`src/rtl/pipe_stage_reg.sv`:
```
// pipe_stage_reg: elastic valid/ready pipeline register with stall, flush and optional skid entry
module pipe_stage_reg #(
  parameter int CTRL_WIDTH = 8,
  parameter int DATA_WIDTH = 128,
  parameter bit SKID       = 1
) (
  input  logic                  clk,
  input  logic                  rst_n,
  input  logic                  flush_i,
  input  logic                  up_valid_i,
  output logic                  up_ready_o,
  input  logic [CTRL_WIDTH-1:0] up_ctrl_i,
  input  logic [DATA_WIDTH-1:0] up_data_i,
  output logic                  dn_valid_o,
  input  logic                  dn_ready_i,
  output logic [CTRL_WIDTH-1:0] dn_ctrl_o,
  output logic [DATA_WIDTH-1:0] dn_data_o,
  output logic [1:0]            occ_o
);
  logic                  head_valid;
  logic [CTRL_WIDTH-1:0] head_ctrl;
  logic [DATA_WIDTH-1:0] head_data;
  logic                  push;
  logic                  pop;

  assign push       = up_valid_i & up_ready_o;
  assign pop        = head_valid & dn_ready_i;
  assign dn_valid_o = head_valid;
  assign dn_ctrl_o  = head_ctrl;
  assign dn_data_o  = head_data;

  if (SKID) begin : g_skid
    logic                  skid_valid;
    logic [CTRL_WIDTH-1:0] skid_ctrl;
    logic [DATA_WIDTH-1:0] skid_data;

    // Ready comes straight from the skid flop, so it never depends on dn_ready_i.
    assign up_ready_o = !skid_valid;
    assign occ_o      = {skid_valid, head_valid & !skid_valid};

    // Head/skid pair behaves as a 2-deep FIFO; control is zeroed whenever a slot empties.
    always_ff @(posedge clk) begin
      if (!rst_n) begin
        head_valid <= 1'b0;
        head_ctrl  <= '0;
        head_data  <= '0;
        skid_valid <= 1'b0;
        skid_ctrl  <= '0;
        skid_data  <= '0;
      end else if (flush_i) begin
        head_valid <= 1'b0;
        head_ctrl  <= '0;
        skid_valid <= 1'b0;
        skid_ctrl  <= '0;
      end else if (pop) begin
        if (skid_valid) begin
          head_ctrl  <= skid_ctrl;
          head_data  <= skid_data;
          skid_valid <= 1'b0;
          skid_ctrl  <= '0;
        end else if (push) begin
          head_ctrl <= up_ctrl_i;
          head_data <= up_data_i;
        end else begin
          head_valid <= 1'b0;
          head_ctrl  <= '0;
        end
      end else if (push) begin
        if (head_valid) begin
          skid_valid <= 1'b1;
          skid_ctrl  <= up_ctrl_i;
          skid_data  <= up_data_i;
        end else begin
          head_valid <= 1'b1;
          head_ctrl  <= up_ctrl_i;
          head_data  <= up_data_i;
        end
      end
    end
  end else begin : g_single
    assign up_ready_o = !head_valid | dn_ready_i;
    assign occ_o      = {1'b0, head_valid};

    // Single entry: load on push (replacing a popped head), drop to a bubble on pop or flush.
    always_ff @(posedge clk) begin
      if (!rst_n) begin
        head_valid <= 1'b0;
        head_ctrl  <= '0;
        head_data  <= '0;
      end else if (flush_i) begin
        head_valid <= 1'b0;
        head_ctrl  <= '0;
      end else if (push) begin
        head_valid <= 1'b1;
        head_ctrl  <= up_ctrl_i;
        head_data  <= up_data_i;
      end else if (pop) begin
        head_valid <= 1'b0;
        head_ctrl  <= '0;
      end
    end
  end
endmodule

```
`config.mk`:
```
export PLATFORM = sky130hd
export DESIGN_NAME = pipe_stage_reg
export DESIGN_NICKNAME = d
export VERILOG_FILES = /design/src/rtl/pipe_stage_reg.sv
export SDC_FILE = /design/constraint.sdc
export NUM_CORES = 1
export LEC_CHECK = 0
export BUFFER_PORTS_ARGS = -buffer_cell sky130_fd_sc_hd__buf_2
export CAP_MARGIN = 15
export CORE_AREA = 2 2 162 283
export DETAILED_ROUTE_END_ITERATION = 8
export DIE_AREA = 0 0 164 285
export GPL_ROUTABILITY_DRIVEN = 0
export GPL_TIMING_DRIVEN = 0
export PLACE_DENSITY_LB_ADDON = 0.2
export SETUP_SLACK_MARGIN = 0.2
export SLEW_MARGIN = 20
export SYNTH_ARGS = -nofsm -noshare
export SYNTH_HDL_FRONTEND = slang
export SYNTH_SLANG_ARGS = --single-unit
```
`constraint.sdc`:
```
create_clock -name clk -period 2.1 [get_ports clk]
set_input_delay 0.42 -clock clk [delete_from_list [all_inputs] [get_ports clk]]
set_output_delay 0.42 -clock clk [all_outputs]
set_load 0.1 [all_outputs]
```
== Word-level counts from Yosys, hierarchy flattened ==
Index checks and enable logic that the tools add are counted.

* Flip-flop bits (word level): 274
* Word-level logic and storage cells: 46

* Bitwise operators: 6
* Muxes and demuxes: 18
* Equality and inequality tests: 4
* Reductions and logical operators: 12

{| class="wikitable"
|+ Operators by type and width
! operator !! number
|-
| 128-bit two-way mux || 5
|-
| 8-bit two-way mux || 9
|-
| 4-bit AND reduction || 2
|-
| 3-bit AND reduction || 2
|-
| 2-bit nonzero test || 3
|-
| 1-bit two-way mux || 4
|-
| 2-bit by 1-bit inequality test with 1-bit output, second input constant || 2
|-
| 2-bit inequality test, second input constant || 2
|-
| 2-bit AND reduction || 2
|-
| 1-bit AND || 3
|-
| 1-bit NOT || 3
|-
| 3-bit OR reduction || 1
|-
| 2-bit OR reduction || 1
|-
| 1-bit zero test || 1
|}

== Depth between registers and ports, before layout ==
* Word-level depth: 5
* Gate-level depth with buffers: 7

== Worst setup path after synthesis ==
No wires, ideal clock.

* Path type: flip-flop to output port
* From: reg head_valid (netlist: dn_valid_o)
* To: out occ_o[0]
* Data arrival time: 2.573 ns
* Slack: -0.893 ns
* Path buffers: 1
* Cell stages (with the launch flop): 3
* Required time: 1.680 ns
* Cell sequence: dfxtp_1 -> buf_6 -> nor2b_1

* Cells in the longest elaborated chain, start to end: 1

{| class="wikitable"
|+ RTL lines
! item !! line !! RTL
|-
| start: declaration || 20 || <nowiki>logic head_valid;</nowiki>
|-
| start signal: assignment || 44 || <nowiki>head_valid <= 1'b0;</nowiki>
|-
| start signal: assignment || 51 || <nowiki>head_valid <= 1'b0;</nowiki>
|-
| start signal: assignment || 65 || <nowiki>head_valid <= 1'b0;</nowiki>
|-
| 1-bit AND || 39 || <nowiki>assign occ_o = {skid_valid, head_valid & !skid_valid};</nowiki>
|-
| end: declaration || 18 || <nowiki>output logic [1:0] occ_o</nowiki>
|}

Every way passes these cells.

== Worst setup path after layout ==
* From: reg head_data[115] (netlist: dn_data_o[115])
* To: out dn_data_o[115]

{| class="wikitable"
|+ RTL lines
! item !! line !! RTL
|-
| start: declaration || 22 || <nowiki>logic [DATA_WIDTH-1:0] head_data;</nowiki>
|-
| start signal: assignment || 58 || <nowiki>head_data <= skid_data;</nowiki>
|-
| start signal: assignment || 63 || <nowiki>head_data <= up_data_i;</nowiki>
|-
| start signal: assignment || 76 || <nowiki>head_data <= up_data_i;</nowiki>
|-
| end: declaration || 17 || <nowiki>output logic [DATA_WIDTH-1:0] dn_data_o,</nowiki>
|}

No word-level cell between the ends.

==> metrics.md <==
| Metric | Value |
|---|---|
| Status | finished, final reports clean |
| Peak Freq | about 540 MHz |
| FFs w/ async S/R, synth | 0% |
| Startpoint types | register |
| Hold_sp | up_data_i[114] |
| Fin nets | approximately 1700 |
| Cell count after placement | 2142 |
| Commonest non-fill, non-tap cell in the layout | buf_2 |
| Relative max-transition margin | 30.22% |
| Hpwl dp | 32840 um |
| GRT Total Usage | 18.41% |
| Grt met3 use | slightly below 3% |
| Worst setup EP type | output pin |
| Die Height | roughly 290 um |
| WP data required | 1.68 ns |
| P_sw | 4.574 mW |
| # setup viols final | 0 |
| CP max-delay cell | buf_2 |
| Hold Violations, Final | 0 |
| IO buf count | 279 |
| DRC Markers | 0 |
| CTS Root Cell | clkbuf_16 |
| Met1 Usage GRT | 20.79% |
| Core ar. | 44720 um^2 |
| Peak VDD IR | 0.0005538 V |
| Vias/cell | 5.152 |
| Clock Skew | 0.01077 ns |
| Cells along the critical path | buf_2 |
| Reg power frac | 40.1% |
| Via count | 11290 |
| Pwr Total | 13.78 mW |
| CP arrival | between 1 and 1.5 ns |
| R2R Setup Slk | between 0.2 and 0.3 ns |
| Net Count, Synth | approximately 1400 |
| Most frequent cells in the layout | 326 x buf_2, 272 x dfxtp_1, 137 x nand3_1 |
| Ys flop type | dfxtp_1 |
| Die width | 164 um |
| Antenna diodes | 0 |
| Routed Antenna Nets | 0 |
| Final worst path period share | about 89% |
| GRT busiest layer | met2 |
| Max-slew violations | 0 |
| R2R Path Start | dn_valid_o$_SDFFE_PP0P_ |
| First-pass DRT Iterations | 7 |
| Net Sw Frac | 33.20% |
| CTS tree | built |
| Post-synth top area cell | dfxtp_1 |
| Vias in the first global route | 11510 |
| Die footprint | 46740 um^2 |
| Worst slew pin tran | approximately 1.0 ns |
| Clock power frac | 39.6% |
| Worst skew pair latency | 0.57 ns |
| Largest net degree at the start of global routing | 14 |
| Area fraction of the dominant cell type after synthesis | 44.43% |
| Hold Path Depth | 3 |
| Worst-path fanout max | 2 |
| Number of synthesized flops with an enable pin | 0 |
| Cell Area, Synth | 12350 um^2 |
| Pint | 9.203 mW |
| Seq cells post-synth | roughly 270 |
| Rows | slightly above 100 |
| Worst Hold Endpoint | g_skid.skid_data[114]$_SDFFE_PN0P_ |
| Reg2Reg Depth | 5 |
| YS warnings | 0 |
| Routed wire length | about 45000 um |
| Buf/Inv on CP | 1 |
| Fraction of layout cells with a size suffix above 1 | 33.50% |
| CTS Buf Count | 28 |
| Max Buffers Root-to-Sink | 3 |
| Starting Density | between 20% and 30% |
| Area grow syn2layout | 25.93% |
| Hold buffer count at CTS | 0 |
| DRT iter0 DRCs | 480 |
| Post-CTS Setup Bufs | 0 |
| Top delay family on crit path | buffers and inverters |
| Clock-pin slew on the worst setup and hold paths | approximately 0.070 ns |
| Wirelength per Cell | slightly above 20 um |
| Setup repair after global routing missed its margin | true |
| Type of the worst setup path | reg -> out |
| Max Cap Viol | 0 |
| Clk sinks | 274 |
| Register area share after synthesis | approximately 44% |
| GR Overflow Total | 0 |
| Synth unique cells | 31 |
| Comb power frac | 20.3% |
| RR Endpoint | dn_data_o[44]$_SDFFE_PN0P_ |
| Post-layout min period | 1.865 ns |
| Initial antenna violation count | 4 |
| Non-filler cells, final | 2192 |
| Htree depth | 1 |
| Total leakage power | between 6 and 7 nW |
| Synth area leaders | dfxtp_1 44%, a211oi_2 12%, mux2i_1 11% |
| Synth Instances | 1286 |
| Pwr dens | 886.1 nW/um^2 |
| Peak per-stage delay on the critical path | 0.46 ns |
| HP Class | in -> reg |
| First-pass GRT wire length | roughly 67000 um |
| I/O pin count | 281 |
| Met2 usage | 33.95% |
| Synthesized area per cell | 9.600 um^2 |
[power groups by stage]
stage / registers (mW) / logic [mW] / clock network (mW)
finish: 5.52 / 2.80 / 5.46
floorplan: 6.89 / 0.838 / 0
global route: 5.54 / 2.93 / 5.78
global placement: 5.63 / 2.78 / 0
detailed placement: 5.64 / 2.80 / 0
CTS: 5.52 / 2.81 / 5.61
[cells in the mapped netlist, drive strengths merged, types with 2 or more instances]
cell / n
a211oi: 128
a21oi: 130
a221oi: 7
a31oi: 128
buf: 84
clkbuf: 79
dfxtp: 274
inv: 12
mux2i: 137
nand2: 17
nand2b: 2
nand3: 137
nor2: 2
nor2b: 2
o21ai: 137
[final cells by class]
cell class / count / area (um^2)
inverter: 12 / 45.04
clock buffer: 40 / 827.0
tap: 577 / 721.9
clock inverter: 10 / 150.1
fill: 4657 / 29170
sequential: 274 / 5488
timing repair buffer: 279 / 1420
buffer: 163 / 850.8
multi-input combinational: 837 / 6045
[logic make-up after synthesis]
kind of cell / count (synthesis) / share of synthesized area [%]
DFF: 274 / 44.43
and+or+nand+nor: 165 / 6.689
muxes: 138 / 11.20
buffers and inverters: 175 / 6.942
AOI/OAI and AO/OA: 534 / 30.74
[per-stage QoR]
step                cell area (um^2)  util [%]  setup TNS (ns)  hold slack [ns]  worst slack (ns)
finish                         15550     34.77               0           0.1091            0.2345
global route                   15550     34.77               0          0.08874            0.1924
CTS                            15500     34.66               0          0.07892            0.1478
detailed placement             14470     32.36          -61.57           0.4433           -0.4171
global placement               14470     32.36          -56.02           0.4405           -0.3770
floorplan                      12350         -               0           0.4349            0.2799
[registers in the layout (all words and copies together), names as in the netlist]
register	flops
g_skid.skid_valid	1
g_skid.skid_ctrl	8
dn_valid_o	1
dn_data_o	128
dn_ctrl_o	8
g_skid.skid_data	128
[timing repair]
action,CTS,global route
resized for setup,19,17
setup endpoints to repair,36,97
cloned,0,0
[how the worst max path moves through the flow]
stage | from | endpoint | cells after the start
after global placement | flush_i | dn_data_o[78]$_SDFFE_PN0P_ | 7
after global routing | dn_valid_o$_SDFFE_PP0P_ | occ_o[0] | 3
after floorplan | dn_valid_o$_SDFFE_PP0P_ | occ_o[0] | 2
final | dn_data_o[115]$_SDFFE_PN0P_ | dn_data_o[115] | 1
after CTS | dn_valid_o$_SDFFE_PP0P_ | occ_o[0] | 3
after detailed placement | flush_i | dn_data_o[85]$_SDFFE_PN0P_ | 7
[layer usage]
metal  share of wire, %  vias to the layer above
li1                   -                     5451
met1                 39                     5467
met2                 52                      292
met3                4.9                       76
met4                3.4                        8
met5               0.13                        -
No activity file was read; power rests on OpenSTA's default activity.
